## src/rtl/microseq_controller.sv

```systemverilog
// Microprogram sequencer: picks the next control-store address each cycle from
// dispatch, increment, jump, conditional, MOC-wait and call/return sources.
module microseq_controller #(
    parameter int unsigned           ADDR_W      = 7,
    parameter int unsigned           STACK_DEPTH = 4,
    parameter logic [ADDR_W-1:0]     RESET_STATE = 7'd0,
    parameter logic [ADDR_W-1:0]     FETCH_STATE = 7'd1,
    parameter logic [ADDR_W-1:0]     ABORT_STATE = 7'd91,
    parameter int unsigned           MOC_TIMEOUT = 15
) (
    input  logic              clk,
    input  logic              reset,
    input  logic [ADDR_W-1:0] enc_in,
    input  logic [2:0]        ns_sel,
    input  logic [ADDR_W-1:0] cr_addr,
    input  logic              cond_true,
    input  logic              moc,
    input  logic              hold,
    output logic [ADDR_W-1:0] state_out,
    output logic              waiting,
    output logic              stack_ovf,
    output logic              stack_unf,
    output logic              moc_to
);

    localparam int unsigned CNT_W = $clog2(MOC_TIMEOUT + 1);
    localparam int unsigned SP_W  = $clog2(STACK_DEPTH + 1);
    localparam int unsigned IDX_W = $clog2(STACK_DEPTH);

    typedef enum logic [2:0] {
        NS_DISPATCH  = 3'b000,
        NS_INC       = 3'b001,
        NS_JUMP      = 3'b010,
        NS_CJUMP     = 3'b011,
        NS_MOCWAIT   = 3'b100,
        NS_CDISPATCH = 3'b101,
        NS_CALL      = 3'b110,
        NS_RETURN    = 3'b111
    } ns_mode_e;

    logic [ADDR_W-1:0] state_q, state_d;
    logic [SP_W-1:0]   sp_q, sp_d;
    logic [CNT_W-1:0]  cnt_q, cnt_d;
    logic              ovf_q, ovf_d;
    logic              unf_q, unf_d;
    logic              to_q, to_d;
    logic [ADDR_W-1:0] stack_q [STACK_DEPTH];

    ns_mode_e          mode;
    logic [ADDR_W-1:0] inc_addr;
    logic [IDX_W-1:0]  push_idx;
    logic [IDX_W-1:0]  top_idx;
    logic              push_en;
    logic              stack_full;
    logic              stack_empty;

    assign mode        = ns_mode_e'(ns_sel);
    assign inc_addr    = state_q + ADDR_W'(1);
    assign push_idx    = IDX_W'(sp_q);
    assign top_idx     = IDX_W'(sp_q - SP_W'(1));
    assign stack_full  = (sp_q == SP_W'(STACK_DEPTH));
    assign stack_empty = (sp_q == '0);

    // Next-state logic ignores hold; the register stage applies the freeze.
    always_comb begin
        state_d = state_q;
        sp_d    = sp_q;
        cnt_d   = '0;
        ovf_d   = ovf_q;
        unf_d   = unf_q;
        to_d    = to_q;
        push_en = 1'b0;
        case (mode)
            NS_DISPATCH:  state_d = enc_in;
            NS_INC:       state_d = inc_addr;
            NS_JUMP:      state_d = cr_addr;
            NS_CJUMP:     state_d = cond_true ? cr_addr : inc_addr;
            NS_MOCWAIT: begin
                // A completing MOC wins over a timeout in the same cycle.
                if (moc) begin
                    state_d = inc_addr;
                end else if (cnt_q == CNT_W'(MOC_TIMEOUT - 1)) begin
                    state_d = ABORT_STATE;
                    to_d    = 1'b1;
                end else begin
                    cnt_d = cnt_q + CNT_W'(1);
                end
            end
            NS_CDISPATCH: state_d = cond_true ? enc_in : FETCH_STATE;
            NS_CALL: begin
                state_d = cr_addr;
                if (stack_full) begin
                    ovf_d = 1'b1;
                end else begin
                    push_en = 1'b1;
                    sp_d    = sp_q + SP_W'(1);
                end
            end
            NS_RETURN: begin
                if (stack_empty) begin
                    state_d = FETCH_STATE;
                    unf_d   = 1'b1;
                end else begin
                    state_d = stack_q[top_idx];
                    sp_d    = sp_q - SP_W'(1);
                end
            end
            default:      state_d = state_q;
        endcase
    end

    always_ff @(posedge clk) begin
        if (reset) begin
            state_q <= RESET_STATE;
            sp_q    <= '0;
            cnt_q   <= '0;
            ovf_q   <= 1'b0;
            unf_q   <= 1'b0;
            to_q    <= 1'b0;
        end else if (!hold) begin
            state_q <= state_d;
            sp_q    <= sp_d;
            cnt_q   <= cnt_d;
            ovf_q   <= ovf_d;
            unf_q   <= unf_d;
            to_q    <= to_d;
        end
    end

    // Stack storage has no reset; only the pointer defines valid entries.
    always_ff @(posedge clk) begin
        if (push_en && !hold && !reset) begin
            stack_q[push_idx] <= inc_addr;
        end
    end

    assign state_out = state_q;
    assign waiting   = (mode == NS_MOCWAIT) && !moc && !hold;
    assign stack_ovf = ovf_q;
    assign stack_unf = unf_q;
    assign moc_to    = to_q;

endmodule
```

## config.mk

```make
export PLATFORM = sky130hd
export DESIGN_NAME = microseq_controller
export DESIGN_NICKNAME = d
export VERILOG_FILES = /design/src/rtl/microseq_controller.sv
export SDC_FILE = /design/constraint.sdc
export NUM_CORES = 1
export LEC_CHECK = 0
export CORE_UTILIZATION = 36
export CTS_CLUSTER_SIZE = 16
export DETAILED_ROUTE_END_ITERATION = 16
export PLACE_DENSITY_LB_ADDON = 0.1
export SLEW_MARGIN = 20
export SYNTH_ARGS = -nofsm -noshare
export SYNTH_HDL_FRONTEND = slang
export SYNTH_SLANG_ARGS = --single-unit
export TNS_END_PERCENT = 5
```

## constraint.sdc

```tcl
create_clock -name clk -period 2.2 [get_ports clk]
set_input_delay 0.44 -clock clk [delete_from_list [all_inputs] [get_ports clk]]
set_output_delay 0.44 -clock clk [all_outputs]
set_load 0.02 [all_outputs]
```

Yosys cells after proc, flatten, opt, wreduce, memory -nomap -nowiden. Memories as Yosys holds them, arrays and structs flattened. Index checks and enable logic that the tools add are counted.

Register bits: 17. Memory bits (writable): 28. Input bits: 22. Output and inout bits: 11. Word-level logic and storage cells: 57. Memories kept: 1.

Add/sub/neg operators: 4. Equal/unequal tests: 12. Muxes and demuxes: 16. Bitwise operators: 2. Reduce and logical (&&, ||, !) cells: 16.

Memories: stack_q (words 4, bits a word 7, read ports 1, clocked after Yosys merged registers in 0, wr ports 1, line 47) `logic [ADDR_W-1:0] stack_q [STACK_DEPTH];`.

Operators with widths (count): one-hot mux 7 bit (7 select lines) (1); 2-to-1 mux 7 bit (5); equality test 3 bit (second input constant) (5); 2-to-1 mux 4 bit (3); AND reduction 4 bit (2); adder 7 x 1 -> 7 bit (second input constant) (1); equality test 3 x 2 -> 1 bit (second input constant) (2); zero test 3 bit (2); 2-to-1 mux 3 bit (2); one-hot mux 3 bit (2 select lines) (1); AND reduction 3 bit (2); adder 4 x 1 -> 4 bit (second input constant) (1); equality test 4 bit (second input constant) (1); logical AND 1 bit (4); 2-to-1 mux 1 bit (4); != test 2 bit (second input constant) (2); adder 3 x 1 -> 3 bit (second input constant) (1); equality test 3 x 1 -> 1 bit (second input constant) (1); zero test 1 bit (3); != test 3 bit (second input constant) (1); subtractor 3 x 1 -> 3 bit (second input constant) (1); inverter 1 bit (2); AND reduction 2 bit (1); nonzero test 2 bit (1); OR reduction 2 bit (1).

Depth between registers and ports, before layout. Gate-level depths: netlist of run 1.

Word-level depth: 7. Mapped depth: 9. Gate-level depth less buffers: 7.

Worst setup path before layout of run 1. Ideal clock, no wire load.

Path type: reg-to-reg. Start point: register sp_q[0]. End point: register state_q[6], in the netlist state_out[6]. Library setup time: 0.117 ns. Arrival: 1.979 ns. Required time: 2.083 ns. Slack: 0.103 ns. Cell stages (with the launch flop): 9. Period minus slack after synthesis: 2.097 ns. Cells stage by stage: dfxtp_1 buf_6 inv_1 ha_1 clkbuf_2 mux4_2 a22o_1 a211o_1 a32o_1.

Cells in the longest elaborated chain, start to end: 4.

RTL lines: start: declaration (line 42) `logic [SP_W-1:0] sp_q, sp_d;`; start signal: assignment (line 122) `sp_q <= sp_d;`; subtractor 3 x 1 -> 3 bit; memory (4 x 7 bit); 2-to-1 mux 7 bit * (line 100) `if (stack_empty) begin`; one-hot mux 7 bit (7 select lines) * (line 73) `case (mode)`; end signal: assignment (line 121) `state_q <= state_d;`; end: declaration (line 41) `logic [ADDR_W-1:0] state_q, state_d;`.

Every way passes the cells marked *; elsewhere a longest branch is shown, timed or not. A chain may end at the register's enable or synchronous reset.

Worst setup path in the final report of run 1.
Start point: input port ns_sel[1]. End point: output port waiting.

Cells in the longest elaborated chain, start to end: 3.

RTL lines: start: declaration (line 14) `input logic [2:0] ns_sel,`; equality test 3 bit (line 138) `assign waiting = (mode == NS_MOCWAIT) && !moc && !hold;`; logical AND 1 bit (2 in a row) (line 138); end: declaration (line 20) `output logic waiting,`.

No other way between the ends.

==> summary.txt, run 1 <==
Route
  • Final wirelength: 5840 um
  • Drt drc: 0
  • 1st-pass router iterations: 4
  • Via density: 5.20
  • Detail Route Antenna Nets: 0
  • Wire length per cell: 16.6 um
  • Via count: 1824
  • DR iter-0 viols: 111

Floorplanning
  • Die Height: 83.4 um
  • I/O pin cnt: 33
  • Core Region: 0.00639 mm^2
  • Die Wd: 83.4 um
  • FP Rows: 29
  • Die area: 0.00696 mm^2
  • Initial Util: 0.374

Power
  • Cell Pwr Density: 604 mW/mm^2
  • Static leakage: 1.14 nW
  • Design Power: 1.88 mW
  • Psw: 0.475 mW
  • Clk network pwr share: 0.352
  • Combinational share of power: 0.153
  • Internal power: 1.41 mW
  • IR drop worst, VDD: 0.355 mV
  • Seq pwr share: 0.495
  • Sw Ratio: 0.252

STA
  • Slew Limit Fails: 0
  • Period utilization: 0.941
  • RSZ-0062 raised after global routing: no
  • Fmax: 483 MHz
  • Clock Skew: 0.00528 ns
  • Slew margin rel.: 0.608
  • Worst Max-Slew Pin Slew: 0.582 ns
  • Hold Vio Cnt, Final: 0
  • Final setup vio count: 0
  • Min Tclk post-route: 2.07 ns

GRT
  • First-pass GRT wire length: 9300 um
  • Initial antenna violation count: 0
  • Gr ovfl total: 0
  • Vias in the first global route: 1766
  • Largest net degree at the start of global routing: 23
  • All-Layer GR Usage: 0.174

Worst setup path
  • Worst path max stage delay: 0.42 ns
  • Crit start category: input pin
  • Crit path cell chain: clkdlybuf4s50_1, nand2b_1, nor4_2, buf_4, clkdlybuf4s15_1
  • WP buf/inv: 3
  • Crit-path leading delay family: buffers and inverters
  • Crit path arrival time: 1.63 ns
  • Crit path max fanout: 2
  • Crit end category: primary output
  • Critical Path Slowest Stage Cell: clkdlybuf4s50_1
  • Worst path required time: 1.76 ns
  • Crit path kind: input pin to primary output

Clock tree
  • Clk buf depth: 2
  • CTS tree: yes
  • H-tree level count: 2
  • Root Buffer: clkbuf_8
  • Worst-path clk slew: 0.09 ns
  • Clk_lat worst skew: 0.30 ns
  • TritonCTS Buffers: 5
  • Hold_buf cts: 0
  • Clock sink count: 45

Synthesis
  • YS warnings: 0
  • Synth top cells by count: edfxtp_1, nor2_1, dfxtp_1, nand2_1
  • Most common cell in the netlist: edfxtp_1
  • Post-synth EDFFs: 28
  • Count of cell types in the netlist: 52
  • Largest cells by area after synthesis: edfxtp_1, dfxtp_1, mux4_1
  • Yosys top cell area share: 0.352
  • Synth Instances: 213
  • Ys flop type: edfxtp_1
  • Sequential area share after synthesis: 0.495
  • Largest area contributor in the netlist: edfxtp_1
  • Mapped Area: 0.00239 mm^2
  • #FFs+latches synth: 45
  • Synth Net Count: 243
  • Syn_area_per_cell: 11.2 um^2
  • Ys async rst share: 0

Placement
  • DP Area: 0.00299 mm^2
  • Inst Count DP: 343
  • PortBufs: 32
  • Post-DP HPWL: 4300 um
  • Final RePlAce weighted congestion: 0.819

Finish
  • Share of post-route cells with drive strength above 1: 0.172
  • # diodes: 0
  • Final #Nets: 303
  • Fin cells: 351
  • Design area: 0.00312 mm^2
  • Area Overhead vs Synth: 30.6%

Hold path
  • Worst hold path class: register to register

Outcome
  • Status: completed

Run
  • MaxCap Viol Count: 0
metal layers:
metal | up-vias | part of all wire | GRT usage
met5 | - | 0 | 0
met3 | 6 | 0.034 | 0.0328
met4 | 0 | 0.014 | 0.0601
li1 | 922 | - | -
met1 | 866 | 0.50 | 0.240
met2 | 30 | 0.45 | 0.275
state kept, by name, indices dropped and copies added, names as in the netlist:
signal,cells
stack_q,28
state_out,7
cnt_q,4
sp_q,3
moc_to,1
stack_ovf,1
stack_unf,1
worst paths after layout:
check / start / endpoint / slack, ns / cells after the start
worst min-delay path: stack_unf / stack_unf / 0.48 / 2
worst min register to register: stack_unf / stack_unf / 0.48 / 2
worst max-delay path: ns_sel[1] / waiting / 0.13 / 5
worst max register to register: sp_q[1] / state_out[6] / 0.16 / 6
final cells by class:
cell class	instances	area, um^2
clock buffers	5	68.8
inverters	7	26.3
multi-input cells	148	1110
flip-flops and latches	45	1180
clock inverters	3	50.0
fillers	607	3270
repair buffers	66	588
well taps	77	96.3
power by group through the flow:
| stage | Combinational, mW | Clock (mW) | Sequential (mW) |
|---|---|---|---|
| final | 0.288 | 0.662 | 0.931 |
| after global routing | 0.313 | 0.719 | 0.934 |
| after floorplan | 0.145 | 0 | 0.958 |
| after detailed placement | 0.285 | 0 | 0.951 |
| after CTS | 0.287 | 0.687 | 0.932 |
| after global placement | 0.286 | 0 | 0.950 |
worst min-delay path, cell delays in order, from the launching register on:
cell and delay, ns:
dfxtp_1 0.34, nor2_1 0.05, nor2_1 0.07
repair_timing:
action | 4_1_cts | 5_1_grt
endpoints found under the setup margin | 1 | 3
gates resized for setup | 1 | 3
setup buffers | 0 | 0
kinds of logic after synthesis:
logic type	count (synthesis)	synth area share
and+or+nand+nor	71	0.143
adders and majority gates	8	0.0419
muxes	8	0.0802
DFF	45	0.495
AOI/OAI and AO/OA	50	0.155
buffers and inverters	20	0.0456
xor gates and xnor gates	11	0.0404
cell usage in the layout (no fill, tap or decap), drive strengths merged, types with 2 or more instances in the layout:
cell / instances
nand2: 13
o211ai: 2
clkbuf: 5
inv: 8
a21oi: 8
xnor2: 6
dfxtp: 17
o21ai: 7
and3: 2
and2: 4
edfxtp: 28
clkdlybuf4s50: 31
nand3: 8
or3: 2
ha: 8
a32o: 4
nor2: 25
buf: 34
o2bb2ai: 2
nor2b: 5
nor3b: 2
a211oi: 4
nor3: 5
a2bb2oi: 2
mux4: 7
a311oi: 2
a22oi: 2
nand2b: 2
xor2: 5
o41ai: 2
through the flow:
| stage | setup WS [ns] | TNS (ns) | utilization | hold WS, ns |
|---|---|---|---|---|
| after floorplan | 0.103 | 0 | - | 0.507 |
| after global placement | -0.222 | -3.21 | 0.468 | 0.457 |
| after detailed placement | -0.205 | -3.94 | 0.468 | 0.465 |
| after CTS | 0.0562 | 0 | 0.486 | 0.492 |
| after global routing | 0.00352 | 0 | 0.488 | 0.519 |
| final | 0.131 | 0 | 0.488 | 0.480 |
Note: power is estimated with default switching activity, not from simulation.
==> run 2, diff against run 1 <==
--- a/config.mk
+++ b/config.mk
@@ -13,4 +13,4 @@
 export SYNTH_ARGS = -nofsm -noshare
 export SYNTH_HDL_FRONTEND = slang
 export SYNTH_SLANG_ARGS = --single-unit
-export TNS_END_PERCENT = 5
+export TNS_END_PERCENT = 20
==> results of run 2 <==
No change in the layout: final DEF, timing and power equal those of run 1.
